**src/rtl/golf_pkg.sv**
```systemverilog
// Shared terrain, probe and fixed-point definitions for the golf terrain logic.
package golf_pkg;

    localparam int FRAC_BITS  = 8;
    localparam int NUM_PROBES = 5;

    typedef enum logic [1:0] {
        TERRAIN_FAIRWAY = 2'd0,
        TERRAIN_SAND    = 2'd1,
        TERRAIN_WALL    = 2'd2,
        TERRAIN_HOLE    = 2'd3
    } terrain_t;

    // PROBE_AUX tags returning data that belongs to the auxiliary requester.
    typedef enum logic [2:0] {
        PROBE_C   = 3'd0,
        PROBE_R   = 3'd1,
        PROBE_L   = 3'd2,
        PROBE_U   = 3'd3,
        PROBE_D   = 3'd4,
        PROBE_AUX = 3'd7
    } probe_t;

    typedef enum logic [1:0] {
        ST_IDLE,
        ST_ISSUE,
        ST_DRAIN,
        ST_DONE
    } state_t;

endpackage

```
**src/rtl/valid_delay_line.sv**
```systemverilog
// Shift register that tracks which outstanding BRAM read owns the data on mem_dout.
module valid_delay_line #(
    parameter int unsigned DEPTH = 2,
    parameter int unsigned TAG_W = 3
) (
    input  logic             clk_in,
    input  logic             rst_in,
    input  logic             push_valid,
    input  logic [TAG_W-1:0] push_tag,
    output logic             pop_valid,
    output logic [TAG_W-1:0] pop_tag
);

    logic [DEPTH-1:0] valid_q;
    logic [TAG_W-1:0] tag_q [DEPTH];

    always_ff @(posedge clk_in) begin
        if (!rst_in) begin
            valid_q <= '0;
            for (int unsigned i = 0; i < DEPTH; i++) tag_q[i] <= '0;
        end else begin
            valid_q[0] <= push_valid;
            tag_q[0]   <= push_tag;
            for (int unsigned i = 1; i < DEPTH; i++) begin
                valid_q[i] <= valid_q[i-1];
                tag_q[i]   <= tag_q[i-1];
            end
        end
    end

    assign pop_valid = valid_q[DEPTH-1];
    assign pop_tag   = tag_q[DEPTH-1];

endmodule

```
**src/rtl/terrain_probe_sequencer.sv**
```systemverilog
// Five-point terrain probe around the ball with an idle-time auxiliary BRAM read port.
module terrain_probe_sequencer
    import golf_pkg::*;
#(
    parameter int WIDTH        = 128,
    parameter int HEIGHT       = 128,
    parameter int BALL_RADIUS  = 2,
    parameter int READ_LATENCY = 2,
    parameter int ADDR_W       = $clog2(WIDTH*HEIGHT)
) (
    input  logic              clk_in,
    input  logic              rst_in,
    input  logic              start,
    input  logic [15:0]       ball_x,
    input  logic [15:0]       ball_y,
    output logic              busy,
    output logic              done,
    output logic [1:0]        terrain_c,
    output logic [1:0]        terrain_r,
    output logic [1:0]        terrain_l,
    output logic [1:0]        terrain_u,
    output logic [1:0]        terrain_d,
    output logic              wall_x,
    output logic              wall_y,
    output logic              in_hole,
    input  logic              aux_req,
    input  logic [ADDR_W-1:0] aux_addr,
    output logic              aux_gnt,
    output logic              aux_rvalid,
    output logic [1:0]        aux_rdata,
    output logic [ADDR_W-1:0] mem_addr,
    input  logic [1:0]        mem_dout
);

    state_t            state;
    logic [7:0]        xi, yi;
    logic [2:0]        k;
    logic [3:0]        drain_cnt;
    logic [4:0]        oob_mask;
    logic [1:0]        res      [NUM_PROBES];
    logic [1:0]        res_next [NUM_PROBES];
    logic [ADDR_W-1:0] addr_hold, probe_addr;
    logic              probe_oob;
    int                px, py, addr_full;
    logic              push_valid, pop_valid;
    logic [2:0]        push_tag, pop_tag;
    logic              unused_frac;

    assign unused_frac = ^{ball_x[FRAC_BITS-1:0], ball_y[FRAC_BITS-1:0]};

    // Signed integer coordinates so off-map probes (negative or past the edge) are detectable.
    always_comb begin
        px = int'(xi);
        py = int'(yi);
        case (k)
            PROBE_R: px = px + BALL_RADIUS;
            PROBE_L: px = px - BALL_RADIUS;
            PROBE_U: py = py - BALL_RADIUS;
            PROBE_D: py = py + BALL_RADIUS;
            default: ;
        endcase
        probe_oob  = (px < 0) || (px >= WIDTH) || (py < 0) || (py >= HEIGHT);
        addr_full  = px + (WIDTH * py);
        probe_addr = ADDR_W'(addr_full);
    end

    assign aux_gnt = aux_req && (state == ST_IDLE) && !start;

    always_comb begin
        if (state == ST_ISSUE)  mem_addr = probe_addr;
        else if (aux_gnt)       mem_addr = aux_addr;
        else                    mem_addr = addr_hold;
    end

    assign push_valid = (state == ST_ISSUE) || aux_gnt;
    assign push_tag   = (state == ST_ISSUE) ? k : PROBE_AUX;

    valid_delay_line #(
        .DEPTH (READ_LATENCY),
        .TAG_W (3)
    ) u_valid_delay_line (
        .clk_in     (clk_in),
        .rst_in     (rst_in),
        .push_valid (push_valid),
        .push_tag   (push_tag),
        .pop_valid  (pop_valid),
        .pop_tag    (pop_tag)
    );

    assign aux_rvalid = pop_valid && (pop_tag == PROBE_AUX);
    assign aux_rdata  = aux_rvalid ? mem_dout : '0;

    // The last probe returns on the same edge that publishes results, so outputs load from res_next.
    always_comb begin
        for (int unsigned i = 0; i < NUM_PROBES; i++) begin
            res_next[i] = res[i];
            if (pop_valid && (pop_tag == 3'(i)))
                res_next[i] = oob_mask[i] ? TERRAIN_WALL : mem_dout;
        end
    end

    always_ff @(posedge clk_in) begin
        if (!rst_in) begin
            state     <= ST_IDLE;
            busy      <= 1'b0;
            done      <= 1'b0;
            k         <= '0;
            drain_cnt <= '0;
            xi        <= '0;
            yi        <= '0;
            oob_mask  <= '0;
            addr_hold <= '0;
            for (int unsigned i = 0; i < NUM_PROBES; i++) res[i] <= '0;
            terrain_c <= '0;
            terrain_r <= '0;
            terrain_l <= '0;
            terrain_u <= '0;
            terrain_d <= '0;
            wall_x    <= 1'b0;
            wall_y    <= 1'b0;
            in_hole   <= 1'b0;
        end else begin
            addr_hold <= mem_addr;
            done      <= 1'b0;
            for (int unsigned i = 0; i < NUM_PROBES; i++) res[i] <= res_next[i];
            case (state)
                ST_IDLE: begin
                    if (start) begin
                        xi    <= ball_x[15:FRAC_BITS];
                        yi    <= ball_y[15:FRAC_BITS];
                        k     <= '0;
                        busy  <= 1'b1;
                        state <= ST_ISSUE;
                    end
                end
                ST_ISSUE: begin
                    oob_mask[k] <= probe_oob;
                    if (k == 3'(NUM_PROBES-1)) begin
                        k         <= '0;
                        drain_cnt <= '0;
                        state     <= ST_DRAIN;
                    end else begin
                        k <= k + 3'd1;
                    end
                end
                ST_DRAIN: begin
                    if (drain_cnt == 4'(READ_LATENCY-1)) begin
                        state     <= ST_DONE;
                        done      <= 1'b1;
                        terrain_c <= res_next[PROBE_C];
                        terrain_r <= res_next[PROBE_R];
                        terrain_l <= res_next[PROBE_L];
                        terrain_u <= res_next[PROBE_U];
                        terrain_d <= res_next[PROBE_D];
                        wall_x    <= (res_next[PROBE_R] == TERRAIN_WALL) || (res_next[PROBE_L] == TERRAIN_WALL);
                        wall_y    <= (res_next[PROBE_U] == TERRAIN_WALL) || (res_next[PROBE_D] == TERRAIN_WALL);
                        in_hole   <= (res_next[PROBE_C] == TERRAIN_HOLE);
                    end else begin
                        drain_cnt <= drain_cnt + 4'd1;
                    end
                end
                ST_DONE: begin
                    busy  <= 1'b0;
                    state <= ST_IDLE;
                end
                default: state <= ST_IDLE;
            endcase
        end
    end

endmodule

```
**config.mk**
```make
export PLATFORM = sky130hd
export DESIGN_NAME = terrain_probe_sequencer
export DESIGN_NICKNAME = d
export VERILOG_FILES = /design/src/rtl/golf_pkg.sv /design/src/rtl/valid_delay_line.sv /design/src/rtl/terrain_probe_sequencer.sv
export SDC_FILE = /design/constraint.sdc
export NUM_CORES = 1
export LEC_CHECK = 0
export ABC_CLOCK_PERIOD_IN_PS = 8800
export CORE_ASPECT_RATIO = 0.7
export CORE_UTILIZATION = 25
export CTS_CLUSTER_DIAMETER = 60
export DETAILED_ROUTE_END_ITERATION = 16
export SLEW_MARGIN = 20
export SYNTH_ARGS = -nofsm -noshare
export SYNTH_HDL_FRONTEND = slang
export SYNTH_SLANG_ARGS = --single-unit
```
**constraint.sdc**
```tcl
create_clock -name clk_in -period 8.8 [get_ports clk_in]
set_clock_uncertainty 0.2 [all_clocks]
set_input_delay 1.76 -clock clk_in [delete_from_list [all_inputs] [get_ports clk_in]]
set_output_delay 1.76 -clock clk_in [all_outputs]
set_load 0.03 [all_outputs]
```
==> out/qor.yml, run 1 <==
cts-root-buf: "clkbuf_16"
nNetsFinal: 646
cts_resized: 0
instances_no_fill: 802
crit_required_ns: 6.84
dp_slack_ns: 2.05
synthFlopType: "dfxtp_1"
reg2reg_depth: 14
combPwrFrac_pct: 39.0
fmax_ghz: 0.147
seq_power_share_pct: 32.9
die_width_um: 157
async_reset_ff_share_pct: 0
ys_seq_elements: 77
viasPerCell: 4.75
synth.area.top_cells: "dfxtp_1, ha_1, nand2_1, a21oi_1, mux2i_1"
overflow: 0
multi_input_area_um2: 2490
slew_headroom_pct: 32.6
dr_total_vias: 3812
antenna_left: 0
num_antenna_cells: 0
power_leakage_nw: 2.02
worst_slack_ns: 2.00
io_buffer_count: 68
worstSetupEndpointType: "output port"
synth.cell_area_um2: 4210
vdd_drop_max_uv: 86.9
clkSlewWorstSetupHoldPaths_ns: 0.06
cts_sinks: 77
cts_setup_buffers: 0
gp_congestion: 0.890
dieArea_um2: 17400
cp-start-kind: "flop"
yosysMostFrequentCell: "dfxtp_1"
yosysTopAreaCell: "dfxtp_1"
synth_edf_count: 0
grtUsageTotal_pct: 14.0
synthTopCellsByCount: "dfxtp_1, nand2_1, nor2_1, a21oi_1, and2_1"
cts_max_level: 3
rsz0062_at_grt: "no"
worst_pin_slew_ns: 1.01
worst_hold_slack_ns: 0.235
placed_cells: 786
wl_per_cell_um: 14.4
fin_util_pct: 32.8
min_path_cells: 1
drc: 0
powerDensity_nw_per_um2: 254
hold_viol: 0
wl_met3_um: 642
area_growth_syn_to_layout_pct: 27.8
crit_type: "reg -> out"
syn_inst: 518
cts_tree: "done"
met2WireLength_um: 4510
cts_buffers: 9
slew_viol_final: 0
p_int_mw: 0.838
grt_max_degree: 54
status: "finished, final reports clean"
seqCellArea_um2: 1540
fp.dieH_um: 111
dr.pass1.iters: 9
clockPowerShare_pct: 28.0
switching_share_pct: 38.6
wirelength_um: 11600
num_rows: 39
core_um2: 16400
fin_crit_ns: 6.80
grt_first_pass_wirelength_um: 19000
drv_cap: 0
dp_hpwl_um: 8240
ios: 85
routed.top_layer: "met4"
grt_pass1_vias: 3619
yosys_warnings: 0
syn-num-nets: 592
clk-insertion-delay-late_ns: 0.34
synth-seq-area-share_pct: 36.6
synth_cell_type_count: 64
timing.final.crit_share_pct: 77.3
min-delay-path-class: "reg -> reg"
finalSetupViolations: 0
critPathArrivalTime_ns: 4.84
fin_tns_setup_ns: 0
rrSetupSlack_ns: 4.57
fillers: 1771
start_util_pct: 25.7
antenna_found_initial: 0
drt_iter0_markers: 217
wl_met1_um: 6310
critPathMaxFanout: 11
synth_area_per_cell_um2: 8.13
synth_top_cell_area_share_pct: 36.6
power.switching_mw: 0.528
clk_path_buf_depth: 2
drive_gt1_share_pct: 5.89
ctsHoldBuffers: 0
worst max-delay path, stage by stage, from the launching register on:
cell and delay [ns]:
dfxtp_1 0.53, inv_1 0.11, ha_1 0.25, nor3b_1 0.17, nor3b_1 0.17, and2_1 0.17, o31ai_2 0.56, inv_1 0.11
ha_1 0.24, fa_1 0.43, a211oi_1 0.27, o21ai_0 0.24, a211o_1 0.32, a211oi_2 0.25, nor3_1 0.07, clkdlybuf4s50_1 0.62
stage by stage:
step | cell area, um2 | power (mW)
floorplan | 4210 | 0.811
global placement | 5080 | 0.988
detailed placement | 5080 | 0.990
CTS | 5380 | 1.38
global route | 5380 | 1.46
finish | 5380 | 1.37
flip-flops by register name (all words and copies together) (netlist names), 3 cells and up:
name                      count
drain_cnt                     4
res                          10
k                             3
u_valid_delay_line.tag_q      6
oob_mask                      5
xi                            8
yi                            8
addr_hold                    14
cell usage in the layout (no fill, tap or decap), types with 3 or more instances in the layout:
| cell type | n |
|---|---|
| a211o_1 | 3 |
| a211oi_1 | 14 |
| a21o_1 | 5 |
| a21oi_1 | 44 |
| a221oi_1 | 3 |
| a2bb2oi_1 | 3 |
| a311oi_1 | 4 |
| a31oi_1 | 5 |
| and2_1 | 26 |
| and3_1 | 3 |
| clkbuf_16 | 9 |
| clkdlybuf4s50_1 | 68 |
| clkinvlp_4 | 3 |
| dfxtp_1 | 77 |
| ha_1 | 21 |
| inv_1 | 15 |
| inv_2 | 3 |
| mux2i_1 | 20 |
| nand2_1 | 63 |
| nand2b_1 | 6 |
| nand3_1 | 7 |
| nand4_1 | 5 |
| nor2_1 | 49 |
| nor2b_1 | 10 |
| nor3_1 | 12 |
| nor3b_1 | 4 |
| nor4_1 | 4 |
| nor4bb_1 | 3 |
| o21ai_0 | 21 |
| o21ai_1 | 8 |
| o31ai_1 | 3 |
| or2_2 | 3 |
| or3_1 | 4 |
| xnor2_1 | 4 |
layout make-up:
class	count	area share, %
Multi-Input combinational cell	395	46.3
Sequential cell	77	28.6
Tap cell	225	5.23
Clock inverter	6	1.30
Inverter	19	1.35
Timing Repair Buffer	70	12.9
Clock buffer	10	4.25
cells by family after synthesis:
family | share of synthesized area (%)
xor gates and xnor gates | 1.04
and+or+nand+nor | 25.2
DFF | 36.6
muxes | 5.29
buffers and inverters | 4.34
AOI/OAI and AO/OA | 20.8
adders and majority gates | 6.71
power groups by stage:
stage / Clock [mW] / Sequential (mW) / Combinational, mW
floorplan: 0 / 0.443 / 0.369
global placement: 0 / 0.455 / 0.534
detailed placement: 0 / 0.456 / 0.534
CTS: 0.392 / 0.449 / 0.536
global route: 0.408 / 0.457 / 0.591
finish: 0.383 / 0.449 / 0.533
per-layer routing:
layer	up-vias	global-route usage [%]
met5	-	0
met4	0	3.56
met3	13	4.20
met2	89	19.6
met1	1754	20.6
li1	1956	-
final timing paths:
| path | startpoint | to |
|---|---|---|
| max | xi[1] | mem_addr[13] |
| min | u_valid_delay_line.valid_q[0] | u_valid_delay_line.valid_q[1] |
| max reg2reg | xi[1] | addr_hold[13] |
| min reg2reg | u_valid_delay_line.valid_q[0] | u_valid_delay_line.valid_q[1] |
Note: power is estimated with default switching activity, not from simulation.
==> inputs of run 2 (changes only) <==
Settings changed: ABC_CLOCK_PERIOD_IN_PS 8800 to 6750.
Clock period 8.8 ns to 6.75 ns, I/O delays scaled along.
==> out/qor.yml, run 2 (same netlist as run 1, synthesis figures left out) <==
ctsHoldBuffers: 0  # unchanged
fin_crit_ns: 6.21
fmax_ghz: 0.161
p_int_mw: 1.13  # +35%
ios: 85  # unchanged
num_rows: 39  # unchanged
cts-root-buf: "clkbuf_16"
dr_total_vias: 3888  # +2.0%
reg_top3: "addr_hold (14), res (10)"
gp_congestion: 0.897  # +0.84%
hold_viol: 0  # unchanged
fin_tns_setup_ns: 0  # unchanged
crit_type: "reg -> out"
dr.pass1.iters: 5  # -4
layout_commonest_cell: "dfxtp_1"
die_width_um: 157  # unchanged
cts_max_level: 3  # unchanged
num_antenna_cells: 0  # unchanged
area_growth_syn_to_layout_pct: 28.4
antenna_left: 0  # unchanged
dp_hpwl_um: 8200  # -0.44%
switching_share_pct: 37.8  # -0.79 points
overflow: 0  # unchanged
dieArea_um2: 17400  # unchanged
r2r-end: "addr_hold[13]"
min_path_cells: 1  # unchanged
slew_viol_final: 0  # unchanged
drc: 0  # unchanged
timing.final.crit_share_pct: 92.1
min_to: "u_valid_delay_line.valid_q[1]"
grt_pass1_vias: 3508  # -3.1%
fp.dieH_um: 111  # unchanged
cts_resized: 0  # unchanged
grt_first_pass_wirelength_um: 18600  # -2.1%
wl_per_cell_um: 14.2  # -1.4%
grtUsageTotal_pct: 13.7  # -0.29 points
nNetsFinal: 647  # +0.15%
most-common-layout-cells: "dfxtp_1, clkdlybuf4s50_1, nand2_1"
cts_buffers: 9  # unchanged
worstSetupEndpointType: "output port"
rrSetupSlack_ns: 2.70  # -1.87 ns
drv_cap: 0  # unchanged
io_buffer_count: 68  # unchanged
cts_sinks: 77  # unchanged
status: "finished, final reports clean"
cts_setup_buffers: 0  # unchanged
wirelength_um: 11400  # -1.3%
min_from: "u_valid_delay_line.valid_q[0]"
clockPowerShare_pct: 29.1  # +1.1 points
critPathArrivalTime_ns: 4.66  # -0.18 ns
top_register: "addr_hold"
seq_power_share_pct: 32.2  # -0.7 points
drt_iter0_markers: 329  # +52%
power_leakage_nw: 2.04  # +1.4%
worst_pin_slew_ns: 0.974  # -0.0374 ns
cts_tree: "done"
antenna_found_initial: 0  # unchanged
clkSlewWorstSetupHoldPaths_ns: 0.07  # about the same
clk_path_buf_depth: 2  # unchanged
slew_headroom_pct: 35.0  # +2.4 points
finalSetupViolations: 0  # unchanged
grt_max_degree: 54  # unchanged
combPwrFrac_pct: 38.6  # -0.4 points
core_um2: 16400  # unchanged
drive_gt1_share_pct: 6.06  # +0.16 points
reg2reg_depth: 14  # unchanged
viasPerCell: 4.84  # +1.9%
worstReg2RegStart: "xi[1]"
clk-insertion-delay-late_ns: 0.34  # about the same
critPathMaxFanout: 11  # unchanged
cp-start-kind: "flop"
powerDensity_nw_per_um2: 336  # +33%
crit_required_ns: 5.20  # -1.64 ns
largest_reg_flops: 14  # unchanged
power.switching_mw: 0.688  # +30%
worst_hold_slack_ns: 0.234  # -0.000241 ns
min-delay-path-class: "reg -> reg"
start_util_pct: 25.7  # unchanged
power_mw: 1.82  # +33%
vdd_drop_max_uv: 156  # +79%
rsz0062_at_grt: "no"
## run 2: changes by cell type in the layout (fill, tap and decap cells not counted)
cell / before / now
o31ai_2: 1 / 0
clkinv_2: 1 / 3
clkbuf_1: 1 / 0
o31ai_1: 3 / 4
clkinv_4: 0 / 1
buf_4: 2 / 3
bufinv_16: 1 / 2
clkinvlp_4: 3 / 0
## run 2: worst max-delay path by stage
| stage | from | to | cells after the start |
|---|---|---|---|
| after global routing | xi[1] | mem_addr[13] | 15 |
| after floorplan | xi[1] | mem_addr[13] | 15 |
| final | xi[1] | mem_addr[13] | 15 |
| after CTS | xi[1] | mem_addr[13] | 15 |
| after detailed placement | xi[1] | mem_addr[13] | 15 |
| after global placement | xi[1] | mem_addr[13] | 15 |
## run 2: stage by stage
| step | util [%] | instance area, um2 | setup slack (ns) | std cells |
|---|---|---|---|---|
| 6_report | 33.0 | 5410 | 0.536 | 803 |
| 5_1_grt | 33.0 | 5410 | 0.227 | 803 |
| 4_1_cts | 33.0 | 5410 | 0.579 | 803 |
| 3_5_place_dp | 31.0 | 5090 | 0.965 | 787 |
| 3_3_place_gp | 31.0 | 5090 | 0.999 | 787 |
| 2_1_floorplan | - | 4210 | 1.54 | 518 |
## run 2: worst max-delay path: stages, from the launching register on
cell	delay [ns]
dfxtp_1	0.54
inv_1	0.12
ha_1	0.25
nor3b_1	0.17
nor3b_1	0.18
and2_1	0.17
o31ai_1	0.35
inv_1	0.09
ha_1	0.22
fa_1	0.45
a211oi_1	0.28
o21ai_0	0.24
a211o_1	0.32
a211oi_2	0.25
nor3_1	0.08
clkdlybuf4s50_1	0.62
## run 2: cell type report
cell class / instances / area (um2)
Clock buffer: 9 / 225
Clock inverter: 7 / 96.3
Fill cell: 1729 / 11000
Inverter: 19 / 72.6
Multi-Input combinational cell: 395 / 2490
Sequential cell: 77 / 1540
Tap cell: 225 / 282
Timing Repair Buffer: 71 / 703
## run 2: power groups by stage
stage / Clock, mW / Combinational [mW] / Sequential (mW)
2_1_floorplan: 0 / 0.481 / 0.577
3_3_place_gp: 0 / 0.698 / 0.593
3_5_place_dp: 0 / 0.698 / 0.595
4_1_cts: 0.544 / 0.703 / 0.585
5_1_grt: 0.568 / 0.776 / 0.597
6_report: 0.529 / 0.702 / 0.586
## run 2: metal layers
layer	GRT usage (%)	vias up	routed length, um
met3	3.77	13	778
met1	21.0	1788	6210
li1	-	1957	-
met5	0	-	0
met2	18.2	130	4290
met4	3.95	0	145
==> inputs of run 3 (changes only) <==
Settings changed: DONT_BUFFER_PORTS from default to 1.
==> out/qor.yml, run 3 (same netlist as run 1, synthesis figures left out) <==
status: "finished, final reports clean"
finalSetupViolations: 0  # unchanged
dieArea_um2: 17400  # unchanged
grt_first_pass_wirelength_um: 18300  # -1.3%
drive_gt1_share_pct: 7.05  # +0.99 points
io_buffer_count: 0  # -100%
start_util_pct: 25.7  # unchanged
layout_commonest_cell: "dfxtp_1"
fin_crit_ns: 5.80  # -0.412 ns
ctsHoldBuffers: 0  # unchanged
dp_slack_ns: 1.37  # +0.407 ns
clk_path_buf_depth: 2  # unchanged
cp-start-kind: "flop"
powerDensity_nw_per_um2: 351  # +4.5%
slew_viol_final: 0  # unchanged
vdd_drop_max_uv: 136  # -13%
critPathMaxFanout: 11  # unchanged
fin_tns_setup_ns: 0  # unchanged
overflow: 0  # unchanged
grt_max_degree: 54  # unchanged
worst_pin_slew_ns: 0.969  # -0.00499 ns
ios: 85  # unchanged
timing.final.crit_share_pct: 85.9  # -6.1 points
cts_max_level: 3  # unchanged
drv_cap: 0  # unchanged
cts_buffers: 9  # unchanged
crit_type: "reg -> out"
worstSetupEndpointType: "output port"
clkSlewWorstSetupHoldPaths_ns: 0.07  # about the same
min_from: "u_valid_delay_line.tag_q[0][2]"
viasPerCell: 4.90  # +1.3%
grt_pass1_vias: 3347  # -4.6%
top_register: "addr_hold"
num_antenna_cells: 0  # unchanged
dr.pass1.iters: 4  # -1
fmax_ghz: 0.172  # +7.1%
nNetsFinal: 580  # -10%
drc: 0  # unchanged
wirelength_um: 11300  # -1.2%
num_rows: 39  # unchanged
worstReg2RegStart: "k[0]"
critPathArrivalTime_ns: 4.25  # -0.41 ns
gp_congestion: 0.808  # -10%
slew_headroom_pct: 35.3  # +0.33 points
rsz0062_at_grt: "no"
dr_total_vias: 3610  # -7.2%
grtUsageTotal_pct: 13.7  # -0.049 points
cts_tree: "done"
startpoint: "xi[1]"
cts_sinks: 77  # unchanged
min-delay-path-class: "reg -> reg"
cts_setup_buffers: 0  # unchanged
crit_required_ns: 5.20  # about the same
die_width_um: 157  # unchanged
drt_iter0_markers: 277  # -16%
wl_per_cell_um: 15.3  # +7.8%
fp.dieH_um: 111  # unchanged
dp_hpwl_um: 8230  # +0.40%
core_um2: 16400  # unchanged
power_leakage_nw: 1.77  # -13%
antenna_left: 0  # unchanged
reg_top3: "addr_hold (14), res (10)"
area_growth_syn_to_layout_pct: 11.6
hold_viol: 0  # unchanged
worst_slack_ns: 0.949  # +0.412 ns
clk-insertion-delay-late_ns: 0.34  # about the same
cts-root-buf: "clkbuf_16"
most-common-layout-cells: "dfxtp_1, nand2_1, nor2_1"
antenna_found_initial: 0  # unchanged
largest_reg_flops: 14  # unchanged
cts_resized: 0  # unchanged
[run 3: routing by layer]
| metal | track usage [%] | wire, um |
|---|---|---|
| met1 | 19.6 | 5670 |
| met2 | 18.5 | 4490 |
| met3 | 6.00 | 1050 |
| met4 | 2.91 | 73 |
| met5 | 0 | 0 |
[run 3: worst paths after layout]
check	endpoint	slack (ns)	depth (start not counted)
worst max register to register	addr_hold[10]	2.67	13
worst max-delay path	mem_addr[13]	0.95	16
worst min-delay path	u_valid_delay_line.tag_q[0][5]	0.24	1
worst min register to register	u_valid_delay_line.tag_q[0][5]	0.24	1
[run 3: through the flow]
stage | cells | hold WS [ns] | instance area, um2 | power, mW | utilization, %
after floorplan | 518 | 0.212 | 4210 | 1.06 | -
after detailed placement | 720 | 0.226 | 4410 | 1.19 | 26.9
after global placement | 720 | 0.218 | 4410 | 1.19 | 26.9
after CTS | 736 | 0.243 | 4700 | 1.67 | 28.7
final | 736 | 0.240 | 4700 | 1.65 | 28.7
after global routing | 736 | 0.248 | 4700 | 1.76 | 28.7
[run 3: report_power, final]
part | switching, mW | internal (mW) | leakage (nW) | total, mW
Sequential | 0.0702 | 0.525 | 0.628 | 0.595
Combinational | 0.392 | 0.192 | 1.01 | 0.584
Clock | 0.215 | 0.258 | 0.137 | 0.473
[run 3: layout make-up]
class / count / area [um2]
tap: 225 / 282
fill: 1814 / 11700
clock inverter: 7 / 63.8
clock buffer: 9 / 225
multi-input combinational: 395 / 2490
inverter: 19 / 72.6
sequential: 77 / 1540
timing repair buffer: 4 / 30.0
[run 3: worst max-delay path, stage by stage (launching register included)]
cell and delay, ns:
dfxtp_1 0.56, inv_1 0.12, ha_1 0.24, nor3b_1 0.17
nor3b_1 0.17, and2_1 0.17, o31ai_1 0.25, buf_4 0.21
inv_1 0.06, ha_1 0.20, fa_1 0.44, a211oi_1 0.26
o21ai_0 0.23, a211o_1 0.32, a211oi_2 0.25, nor3_1 0.07
buf_4 0.19
